<file path="config.mk">
export PLATFORM = sky130hd
export DESIGN_NAME = fft_controller
export DESIGN_NICKNAME = d
export VERILOG_FILES = /design/src/rtl/fft_pkg.sv /design/src/rtl/fft_addr_gen.sv /design/src/rtl/fft_controller.sv
export SDC_FILE = /design/constraint.sdc
export NUM_CORES = 1
export LEC_CHECK = 0
export CORE_AREA = 2 2 93 95
export CTS_CLUSTER_SIZE = 24
export DETAILED_ROUTE_END_ITERATION = 6
export DIE_AREA = 0 0 95 97
export SLEW_MARGIN = 20
export SYNTH_ARGS = -nofsm -noshare
export SYNTH_HDL_FRONTEND = slang
export SYNTH_SLANG_ARGS = --single-unit
</file>
<file path="constraint.sdc">
create_clock -name clk -period 2.22 [get_ports clk]
set_input_delay 0.222 -clock clk [delete_from_list [all_inputs] [get_ports clk]]
set_output_delay 0.222 -clock clk [all_outputs]
set_load 0.05 [all_outputs]
</file>
<file path="src/rtl/fft_pkg.sv">
`default_nettype none
// ============================================================================
//  Module      : fft_pkg
//  Description : Shared definitions for the in-place radix-2 DIT FFT
//                controller: FSM state encoding and pipeline latencies.
//  Revision    : 1.0 - initial release
// ============================================================================
package fft_pkg;

    // Working-memory and twiddle-ROM read latency, in clock cycles.
    localparam int MEM_RD_LAT   = 1;
    // Butterfly unit latency, in clock cycles.
    localparam int BF_LAT       = 1;
    // Cycles spent flushing the pipeline between stages.
    localparam int DRAIN_CYCLES = 2;
    // Issue-to-write-back distance; the controller's delay line is this deep.
    localparam int PIPE_DEPTH   = MEM_RD_LAT + BF_LAT;

    typedef enum logic [1:0] {
        ST_IDLE  = 2'd0,
        ST_RUN   = 2'd1,
        ST_DRAIN = 2'd2,
        ST_DONE  = 2'd3
    } fft_state_t;

endpackage
`default_nettype wire

</file>
<file path="src/rtl/fft_addr_gen.sv">
`default_nettype none
// ============================================================================
//  Module      : fft_addr_gen
//  Description : Combinational butterfly address generator for an in-place
//                radix-2 DIT FFT of length N = 2**LOG2_N.
//                  s       : stage index
//                  k       : butterfly index within the stage (0..N/2-1)
//                  addr_a  : upper leg address   (grp*2*span + pos)
//                  addr_b  : lower leg address   (addr_a + span)
//                  tw_addr : twiddle ROM index   (pos << (LOG2_N-1-s))
//  Revision    : 1.0 - initial release
// ============================================================================
module fft_addr_gen
    import fft_pkg::*;
#(
    parameter int LOG2_N = 8,
    parameter int STG_W  = 3
) (
    input  logic [STG_W-1:0]  s,
    input  logic [LOG2_N-2:0] k,
    output logic [LOG2_N-1:0] addr_a,
    output logic [LOG2_N-1:0] addr_b,
    output logic [LOG2_N-2:0] tw_addr
);

    localparam logic [LOG2_N-1:0] c_ONE    = LOG2_N'(1);
    localparam logic [LOG2_N-2:0] c_K_ONES = '1;
    localparam logic [STG_W-1:0]  c_TW_TOP = STG_W'(LOG2_N - 1);

    logic [LOG2_N-1:0] w_span;
    logic [LOG2_N-2:0] w_mask;
    logic [LOG2_N-2:0] w_pos;
    logic [LOG2_N-2:0] w_grp_bits;
    logic [STG_W-1:0]  w_tw_sh;

    // span-1 built directly in k's width: shifting all-ones left by s and
    // inverting yields s low ones, and saturates to all-ones at the last
    // stage without needing a wider intermediate.
    assign w_span     = c_ONE << s;
    assign w_mask     = ~(c_K_ONES << s);
    assign w_pos      = k & w_mask;
    assign w_grp_bits = k & ~w_mask;

    // grp*2*span == (k with low s bits cleared) << 1; bit s of addr_a is
    // therefore always 0, so adding span reduces to setting that bit.
    assign addr_a  = {w_grp_bits, 1'b0} | {1'b0, w_pos};
    assign addr_b  = addr_a | w_span;

    assign w_tw_sh = c_TW_TOP - s;
    assign tw_addr = w_pos << w_tw_sh;

endmodule
`default_nettype wire

</file>
<file path="src/rtl/fft_controller.sv">
`default_nettype none
// ============================================================================
//  Module      : fft_controller
//  Description : Sequencer for an in-place radix-2 DIT FFT (bit-reversed in,
//                natural order out). Issues one butterfly per cycle, drains
//                the read/compute/write pipeline between stages and pulses
//                done on completion.
//  Ports       : clk, rst          clock / synchronous active-high reset
//                start, hold       transform request / issue stall
//                busy, done        RUN|DRAIN flag / 1-cycle completion pulse
//                rd_en, rd_addr_*  butterfly pair read, tw_addr twiddle index
//                bf_en             butterfly enable (rd_en + 1 cycle)
//                wr_en, wr_addr_*  in-place write-back (rd_en + 2 cycles)
//                stage             current stage while busy, else 0
//  Revision    : 1.0 - initial release
// ============================================================================
module fft_controller
    import fft_pkg::*;
#(
    parameter int LOG2_N = 8,
    parameter int STG_W  = 3
) (
    input  logic              clk,
    input  logic              rst,
    input  logic              start,
    input  logic              hold,
    output logic              busy,
    output logic              done,
    output logic              rd_en,
    output logic [LOG2_N-1:0] rd_addr_a,
    output logic [LOG2_N-1:0] rd_addr_b,
    output logic [LOG2_N-2:0] tw_addr,
    output logic              bf_en,
    output logic              wr_en,
    output logic [LOG2_N-1:0] wr_addr_a,
    output logic [LOG2_N-1:0] wr_addr_b,
    output logic [STG_W-1:0]  stage
);

    localparam int                c_DRN_W    = (DRAIN_CYCLES > 1) ? $clog2(DRAIN_CYCLES) : 1;
    localparam logic [c_DRN_W-1:0] c_DRN_LAST = c_DRN_W'(DRAIN_CYCLES - 1);
    localparam logic [c_DRN_W-1:0] c_DRN_ONE  = c_DRN_W'(1);
    localparam logic [LOG2_N-2:0] c_K_LAST   = '1;
    localparam logic [LOG2_N-2:0] c_K_ONE    = (LOG2_N - 1)'(1);
    localparam logic [STG_W-1:0]  c_S_LAST   = STG_W'(LOG2_N - 1);
    localparam logic [STG_W-1:0]  c_S_ONE    = STG_W'(1);

    fft_state_t        r_state;
    fft_state_t        w_state_nxt;
    logic [STG_W-1:0]  r_s;
    logic [STG_W-1:0]  w_s_nxt;
    logic [LOG2_N-2:0] r_k;
    logic [LOG2_N-2:0] w_k_nxt;
    logic [c_DRN_W-1:0] r_drn;
    logic [c_DRN_W-1:0] w_drn_nxt;
    logic              w_issue;

    logic [LOG2_N-1:0] w_ag_a;
    logic [LOG2_N-1:0] w_ag_b;
    logic [LOG2_N-2:0] w_ag_tw;

    // Issue-to-write-back delay line of {valid, addr_a, addr_b}.
    logic              r_vld [PIPE_DEPTH];
    logic [LOG2_N-1:0] r_pa  [PIPE_DEPTH];
    logic [LOG2_N-1:0] r_pb  [PIPE_DEPTH];

    fft_addr_gen #(
        .LOG2_N (LOG2_N),
        .STG_W  (STG_W)
    ) u_addr_gen (
        .s       (r_s),
        .k       (r_k),
        .addr_a  (w_ag_a),
        .addr_b  (w_ag_b),
        .tw_addr (w_ag_tw)
    );

    always_ff @(posedge clk) begin
        if (rst) begin
            r_state <= ST_IDLE;
            r_s     <= '0;
            r_k     <= '0;
            r_drn   <= '0;
        end else begin
            r_state <= w_state_nxt;
            r_s     <= w_s_nxt;
            r_k     <= w_k_nxt;
            r_drn   <= w_drn_nxt;
        end
    end

    always_comb begin
        w_state_nxt = r_state;
        w_s_nxt     = r_s;
        w_k_nxt     = r_k;
        w_drn_nxt   = r_drn;
        w_issue     = 1'b0;
        case (r_state)
            ST_IDLE: begin
                if (start) begin
                    w_state_nxt = ST_RUN;
                    w_s_nxt     = '0;
                    w_k_nxt     = '0;
                end
            end
            ST_RUN: begin
                if (!hold) begin
                    w_issue = 1'b1;
                    if (r_k == c_K_LAST) begin
                        // k parks on its last value; it is only cleared by
                        // the stage transition out of DRAIN.
                        w_state_nxt = ST_DRAIN;
                        w_drn_nxt   = '0;
                    end else begin
                        w_k_nxt = r_k + c_K_ONE;
                    end
                end
            end
            ST_DRAIN: begin
                // Leaving DRAIN after PIPE_DEPTH cycles puts the next stage's
                // first read one cycle after this stage's last write.
                if (r_drn == c_DRN_LAST) begin
                    if (r_s == c_S_LAST) begin
                        w_state_nxt = ST_DONE;
                    end else begin
                        w_state_nxt = ST_RUN;
                        w_s_nxt     = r_s + c_S_ONE;
                        w_k_nxt     = '0;
                    end
                end else begin
                    w_drn_nxt = r_drn + c_DRN_ONE;
                end
            end
            ST_DONE: begin
                w_state_nxt = ST_IDLE;
                w_s_nxt     = '0;
                w_k_nxt     = '0;
            end
            default: begin
                w_state_nxt = ST_IDLE;
            end
        endcase
    end

    always_ff @(posedge clk) begin
        if (rst) begin
            for (int i = 0; i < PIPE_DEPTH; i++) begin
                r_vld[i] <= 1'b0;
                r_pa[i]  <= '0;
                r_pb[i]  <= '0;
            end
        end else begin
            r_vld[0] <= w_issue;
            r_pa[0]  <= rd_addr_a;
            r_pb[0]  <= rd_addr_b;
            for (int i = 1; i < PIPE_DEPTH; i++) begin
                r_vld[i] <= r_vld[i-1];
                r_pa[i]  <= r_pa[i-1];
                r_pb[i]  <= r_pb[i-1];
            end
        end
    end

    assign busy      = (r_state == ST_RUN) || (r_state == ST_DRAIN);
    assign done      = (r_state == ST_DONE);
    assign stage     = busy ? r_s : '0;

    // Addresses are forced to 0 outside an issue cycle so idle outputs and
    // write-back addresses of empty pipeline slots read as 0.
    assign rd_en     = w_issue;
    assign rd_addr_a = w_issue ? w_ag_a  : '0;
    assign rd_addr_b = w_issue ? w_ag_b  : '0;
    assign tw_addr   = w_issue ? w_ag_tw : '0;

    assign bf_en     = r_vld[MEM_RD_LAT-1];
    assign wr_en     = r_vld[PIPE_DEPTH-1];
    assign wr_addr_a = r_pa[PIPE_DEPTH-1];
    assign wr_addr_b = r_pb[PIPE_DEPTH-1];

endmodule
`default_nettype wire

</file>
=== After elaboration in Yosys (flattened, before gate mapping) ===
Memories as Yosys holds them, arrays and structs flattened.
Index checks and enable logic that the tools add are counted.

* Add/sub/neg operators: 4
* Reductions and logical operators: 8
* Shift-type cells: 3
* Muxes and demuxes: 35
* Eq/ne operators: 11
* Bitwise gates (word level): 12

{| class="wikitable"
|+ Operator list
! cell !! number
|-
| 8-bit 2-to-1 mux || 6
|-
| 7-bit 2-to-1 mux || 6
|-
| 7-bit case mux with 4 select lines || 1
|-
| 7-bit bitwise AND || 2
|-
| 7-bit NOT || 2
|-
| 3-bit 2-to-1 mux || 4
|-
| 2-bit inequality test (second input constant) || 6
|-
| 1-bit 2-to-1 mux || 10
|-
| 2-bit 2-to-1 mux || 5
|-
| 3-bit case mux with 3 select lines || 1
|-
| 8-bit by 7-bit OR with 8-bit output || 1
|-
| 8-bit OR || 1
|-
| 2-bit case mux with 4 select lines || 1
|-
| 4-bit AND reduction || 2
|-
| 1-bit by 3-bit << shifter with 8-bit output (first input constant) || 1
|-
| 7-bit by 1-bit adder with 7-bit output (second input constant) || 1
|-
| 7-bit equality test (second input constant) || 1
|-
| 7-bit by 3-bit << shifter with 7-bit output || 1
|-
| 7-bit by 3-bit << shifter with 7-bit output (first input constant) || 1
|-
| 1-bit OR || 6
|-
| 5-bit AND reduction || 1
|-
| 2-bit equality test (second input constant) || 2
|-
| 3-bit by 1-bit adder with 3-bit output (second input constant) || 1
|-
| 3-bit equality test (second input constant) || 1
|-
| other kinds (9) || 9
|}

* Register bits: 13
* Memories: 3
* Output and inout bits: 47
* Memory bits (writable): 34
* Word-level logic and storage cells: 80

{| class="wikitable"
|+ Memories
! name !! words !! bits a word !! read ports !! clocked after memory_dff !! wr ports !! line !! text
|-
| r_pa || 2 || 8 || 2 || 0 || 2 || fft_controller.sv:64 || <nowiki>logic [LOG2_N-1:0] r_pa [PIPE_DEPTH];</nowiki>
|-
| r_pb || 2 || 8 || 2 || 0 || 2 || fft_controller.sv:65 || <nowiki>logic [LOG2_N-1:0] r_pb [PIPE_DEPTH];</nowiki>
|-
| r_vld || 2 || 1 || 2 || 0 || 2 || fft_controller.sv:63 || <nowiki>logic r_vld [PIPE_DEPTH];</nowiki>
|}

=== Depth between registers and ports, before layout ===
* Word-level depth: 8
* Gate-level depth with buffers: 7

=== Cells and area by module ===
A second synthesis with hierarchy kept.

* Cells, all modules: 272
* Area total of the unflattened synthesis: 2464.9 um^2

{| class="wikitable"
|+ Modules (own cells, without submodules)
! module !! times used !! area each (um^2) !! cells each
|-
| fft_controller || 1 || 2015.7 || 208
|-
| fft_addr_gen || 1 || 449.2 || 64
|}

=== Worst setup path after synthesis ===
OpenSTA, ideal clock, no wires.

* Path type: flip-flop to output port
* From: register r_s[0]
* To: output port tw_addr[4]
* Data arrival time: 2.871 ns
* Required time: 1.998 ns
* Cell stages (with the launch flop): 8
* Setup slack: -0.873 ns
* Cells stage by stage: dfxtp_1 > buf_2 > inv_1 > ha_1 > nor2b_1 > mux2i_1 > and3_1 > nor4_1

* Word-level cells in the longest chain between the ends: 5
* Elaborated cells between the ends (all ways): 6

{| class="wikitable"
|+ RTL lines
! element !! line !! text
|-
| from (decl) || fft_controller.sv:50 || <nowiki>logic [STG_W-1:0] r_s;</nowiki>
|-
| from (signal assigned) || fft_controller.sv:86 || <nowiki>r_s <= w_s_nxt;</nowiki>
|-
| 7-bit by 3-bit << shifter with 7-bit output || fft_addr_gen.sv:40 || <nowiki>assign w_mask = ~(c_K_ONES << s);</nowiki>
|-
| 7-bit NOT || fft_addr_gen.sv:40 ||
|-
| 7-bit bitwise AND || fft_addr_gen.sv:41 || <nowiki>assign w_pos = k & w_mask;</nowiki>
|-
| 7-bit by 3-bit << shifter with 7-bit output * || fft_addr_gen.sv:50 || <nowiki>assign tw_addr = w_pos << w_tw_sh;</nowiki>
|-
| 7-bit 2-to-1 mux * || fft_controller.sv:173 || <nowiki>assign tw_addr = w_issue ? w_ag_tw : '0;</nowiki>
|-
| to (decl) || fft_controller.sv:32 || <nowiki>output logic [LOG2_N-2:0] tw_addr,</nowiki>
|}

Mark *: on every way between the ends. The rest lies on a longest branch, timed or not.

=== Worst setup path after layout ===
* From: register r_state[1]
* To: output port tw_addr[4]

* Word-level cells in the longest chain between the ends: 3

{| class="wikitable"
|+ RTL lines
! element !! line !! text
|-
| from (decl) || fft_controller.sv:48 || <nowiki>fft_state_t r_state;</nowiki>
|-
| from (signal assigned) || fft_controller.sv:85 || <nowiki>r_state <= w_state_nxt;</nowiki>
|-
| 2-bit by 1-bit equality test with 1-bit output || fft_controller.sv:98 || <nowiki>case (r_state)</nowiki>
|-
| 1-bit 2-to-1 mux || fft_controller.sv:98 ||
|-
| 7-bit 2-to-1 mux || fft_controller.sv:173 ||
|}

Every way passes these cells.

==> out/qor.yml <==
outcome:
  status: "finished, final reports clean"
global_routing:
  antenna_found_initial: 0
  overflow: 0
  grt_max_degree: 31
  grt_pass1_vias: 1831
  grt_usage_pct: 12.8
  grt_pass1_wl_um: 9250
detailed_routing:
  first_pass_iters: 4
  postRouteAntennaNets: 0
  drt_wl_total_um: 5760
  vias: 1927
  drc_errors: 0
  drtIter0Drc: 104
  wl_per_cell_um: 14.0
  vias_per_cell: 4.69
synthesis:
  yosysUniqueCellTypes: 57
  ys_seq_area_share_pct: 39.5
  synth_seq_cells: 47
  synthArstFlopShare_pct: 0
  synth_ff_type: "dfxtp_1"
  synth_nets: 284
  avgSynthCellArea_um2: 8.88
  syn_area_um2: 2380
  synth-edff-count: 0
  ys_warn_count: 0
  syn_inst: 268
sta:
  clock_skew_ps: 6.72
  fmax_mhz: 475
  worst_slew_pin_slew_ps: 498
  slew_viol_final: 0
  final-setup-viol-count: 0
  post-route-min-period_ps: 2110
  min_period_over_period_pct: 94.9
  slew_headroom_pct: 66.7
  fin_setup_tns_ps: 0
  report.final.hold_viol_count: 0
  whs_ps: 441
setup_path:
  r2r_slack_ps: 310
  critPathMaxFanout: 20
  cp_slowest_cell: "nor4_4"
  path_cells: "inv_1, ha_2, nand2_2, buf_4, nor4_4, buf_12"
  arrival_ps: 1880
  slowest_delay_ps: 360
  required_ps: 2000
  crit_path_start_kind: "register"
  crit_type: "reg -> out"
  reg2reg_depth: 7
  r2r_end: "r_k[5]"
  r2r_start: "r_state[0]"
  cp-end-kind: "primary output"
floorplanning:
  io_pins: 51
  num_rows: 33
  die_w_um: 95
  initial_utilization_pct: 29.3
  design.core.area_um2: 8130
  die-area_um2: 9220
  die_h_um: 97
clock_tree:
  ctsHoldBuffers: 0
  cts.sinks: 47
  cts.path.max_buffers: 2
  cts_max_level: 2
  cts_tree: "done"
  clk_pin_slew_ps: 90
  clk_latency_ps: 300
  cts_root_buffer: "clkbuf_8"
  cts_made_buffers: 5
pwr:
  p_switching_mw: 0.762
  p_per_area_nw_per_um2: 644
  p_seq_share_pct: 42.4
  leakagePower_nw: 1.19
  p_int_mw: 1.35
  switching_share_pct: 36.1
  comb_power_share_pct: 32.3
  ir_drop_mv: 0.456
  p_clk_share_pct: 25.2
min_path:
  worstHoldEndpoint: "r_pa[0][14]"
  hp-class: "reg -> reg"
  min_path_cells: 1
  hp-start: "r_pa[0][6]"
finish:
  stdcell_count: 411
  final_nets: 322
  final_layout_size_suffix_gt1_share_pct: 30.1
  num-fill-cells: 813
  syn2layout_area_growth_pct: 37.7
  n_antenna_cell: 0
place:
  io_buffers: 50
  dp_hpwl_um: 4270
  gp_congestion: 0.880
  dp_cells: 404
job:
  drv_cap: 0
kinds of logic (layout without fill, tap and decap cells):
family,after synthesis,in the layout,share of synthesized area (%)
simple gates,106,106,23.5
compound gates,52,52,17.8
flops,47,47,39.5
buf+inv,47,85,11.1
fa+ha+maj,12,12,6.31
mux,4,4,1.73
placed cells by master, fill, tap and decap left out, drive strengths merged, types with 3 or more instances in the layout:
cell,count
a211oi,5
a21o,3
a21oi,13
a31oi,3
and2,8
and3,4
buf,41
clkbuf,6
clkdlybuf4s50,22
dfxtp,47
ha,12
inv,15
mux2i,3
nand2,12
nand2b,3
nand3,9
nor2,32
nor2b,24
nor3,6
nor4,5
o21ai,4
worst max-delay path by stage:
stage | startpoint | end | slack, ps | depth (start not counted)
2_1_floorplan | r_s[0] | tw_addr[1] | -100 | 6
6_report | r_state[1] | tw_addr[4] | 110 | 6
3_3_place_gp | r_s[0] | rd_addr_b[2] | 200 | 8
3_5_place_dp | r_s[0] | rd_addr_b[2] | 150 | 8
5_1_grt | r_s[0] | rd_addr_b[1] | -40 | 6
4_1_cts | r_s[0] | rd_addr_b[3] | -20 | 7
repair_timing:
item                                    in CTS  in global routing
buffers inserted                             0                  0
pin swaps                                    1                  5
hold endpoints to repair                     0                  0
endpoints found under the setup margin      10                 12
resized for setup                            9                 17
synth_stat cells, types with 2 or more instances:
cell type,count,share of area (%)
dfxtp_1,47,40
nor2_1,32,5.0
nor2b_1,24,6.3
buf_4,19,6.0
inv_1,13,2.0
a21oi_1,12,2.5
ha_1,12,6.3
nand2_1,10,1.6
and2_1,8,2.1
buf_2,8,1.7
nand3_1,8,1.7
nor3_1,5,1.1
nor4_1,5,1.3
a211oi_2,4,2.1
clkbuf_1,4,0.63
o21ai_0,4,0.84
a31oi_1,3,0.79
and3_1,3,0.79
mux2i_1,3,1.3
a21o_1,2,0.63
a22oi_1,2,0.63
a32oi_1,2,0.74
nand2_2,2,0.53
nand2b_1,2,0.53
o211ai_1,2,0.63
registers in the layout, summed over array words and instances, names as in the netlist:
register	count
r_pb	16
r_drn	1
r_pa	16
r_vld	2
r_state	2
r_k	7
r_s	3
metal layers:
| metal | GRT usage [%] | share of wire (%) | vias up |
|---|---|---|---|
| met3 | 3.04 | 6.1 | 6 |
| met5 | 0 | 0 | - |
| met1 | 17.3 | 45 | 887 |
| met2 | 20.3 | 48 | 67 |
| li1 | - | - | 967 |
| met4 | 3.34 | 1.1 | 0 |
layout make-up:
cell class                      instances  area, µm²  area share, %
Clock buffer                            6       82.6           2.52
Clock inverter                          1       8.76          0.267
Inverter                               15       56.3           1.72
Multi-Input combinational cell        174       1310           39.9
Sequential cell                        47        950           29.0
Tap cell                              105        131           4.01
Timing Repair Buffer                   63        741           22.6
power groups by stage:
stage	clock [mW]	combinational, mW	sequential (mW)
final	0.533	0.683	0.897
after global routing	0.585	0.742	0.903
after CTS	0.551	0.670	0.898
after detailed placement	0	0.664	0.917
after global placement	0	0.660	0.915
after floorplan	0	0.491	0.922
critical path, delay by kind of cell (launching register included):
kind	cells	cell delay, ps
buffers and inverters	3	520
and+or+nand+nor	2	440
DFF	1	350
adders and majority gates	1	280
metrics by stage:
| stage | utilization, % | power (mW) | instance area, µm² | setup slack (ps) |
|---|---|---|---|---|
| finish | 40.3 | 2.11 | 3280 | 113 |
| global placement | 38.1 | 1.58 | 3100 | 198 |
| floorplan | - | 1.41 | 2440 | -105 |
| global route | 40.3 | 2.23 | 3280 | -38.4 |
| CTS | 39.6 | 2.12 | 3220 | -23.8 |
| detailed placement | 38.1 | 1.58 | 3100 | 147 |
(Power assumes the default switching activity.)
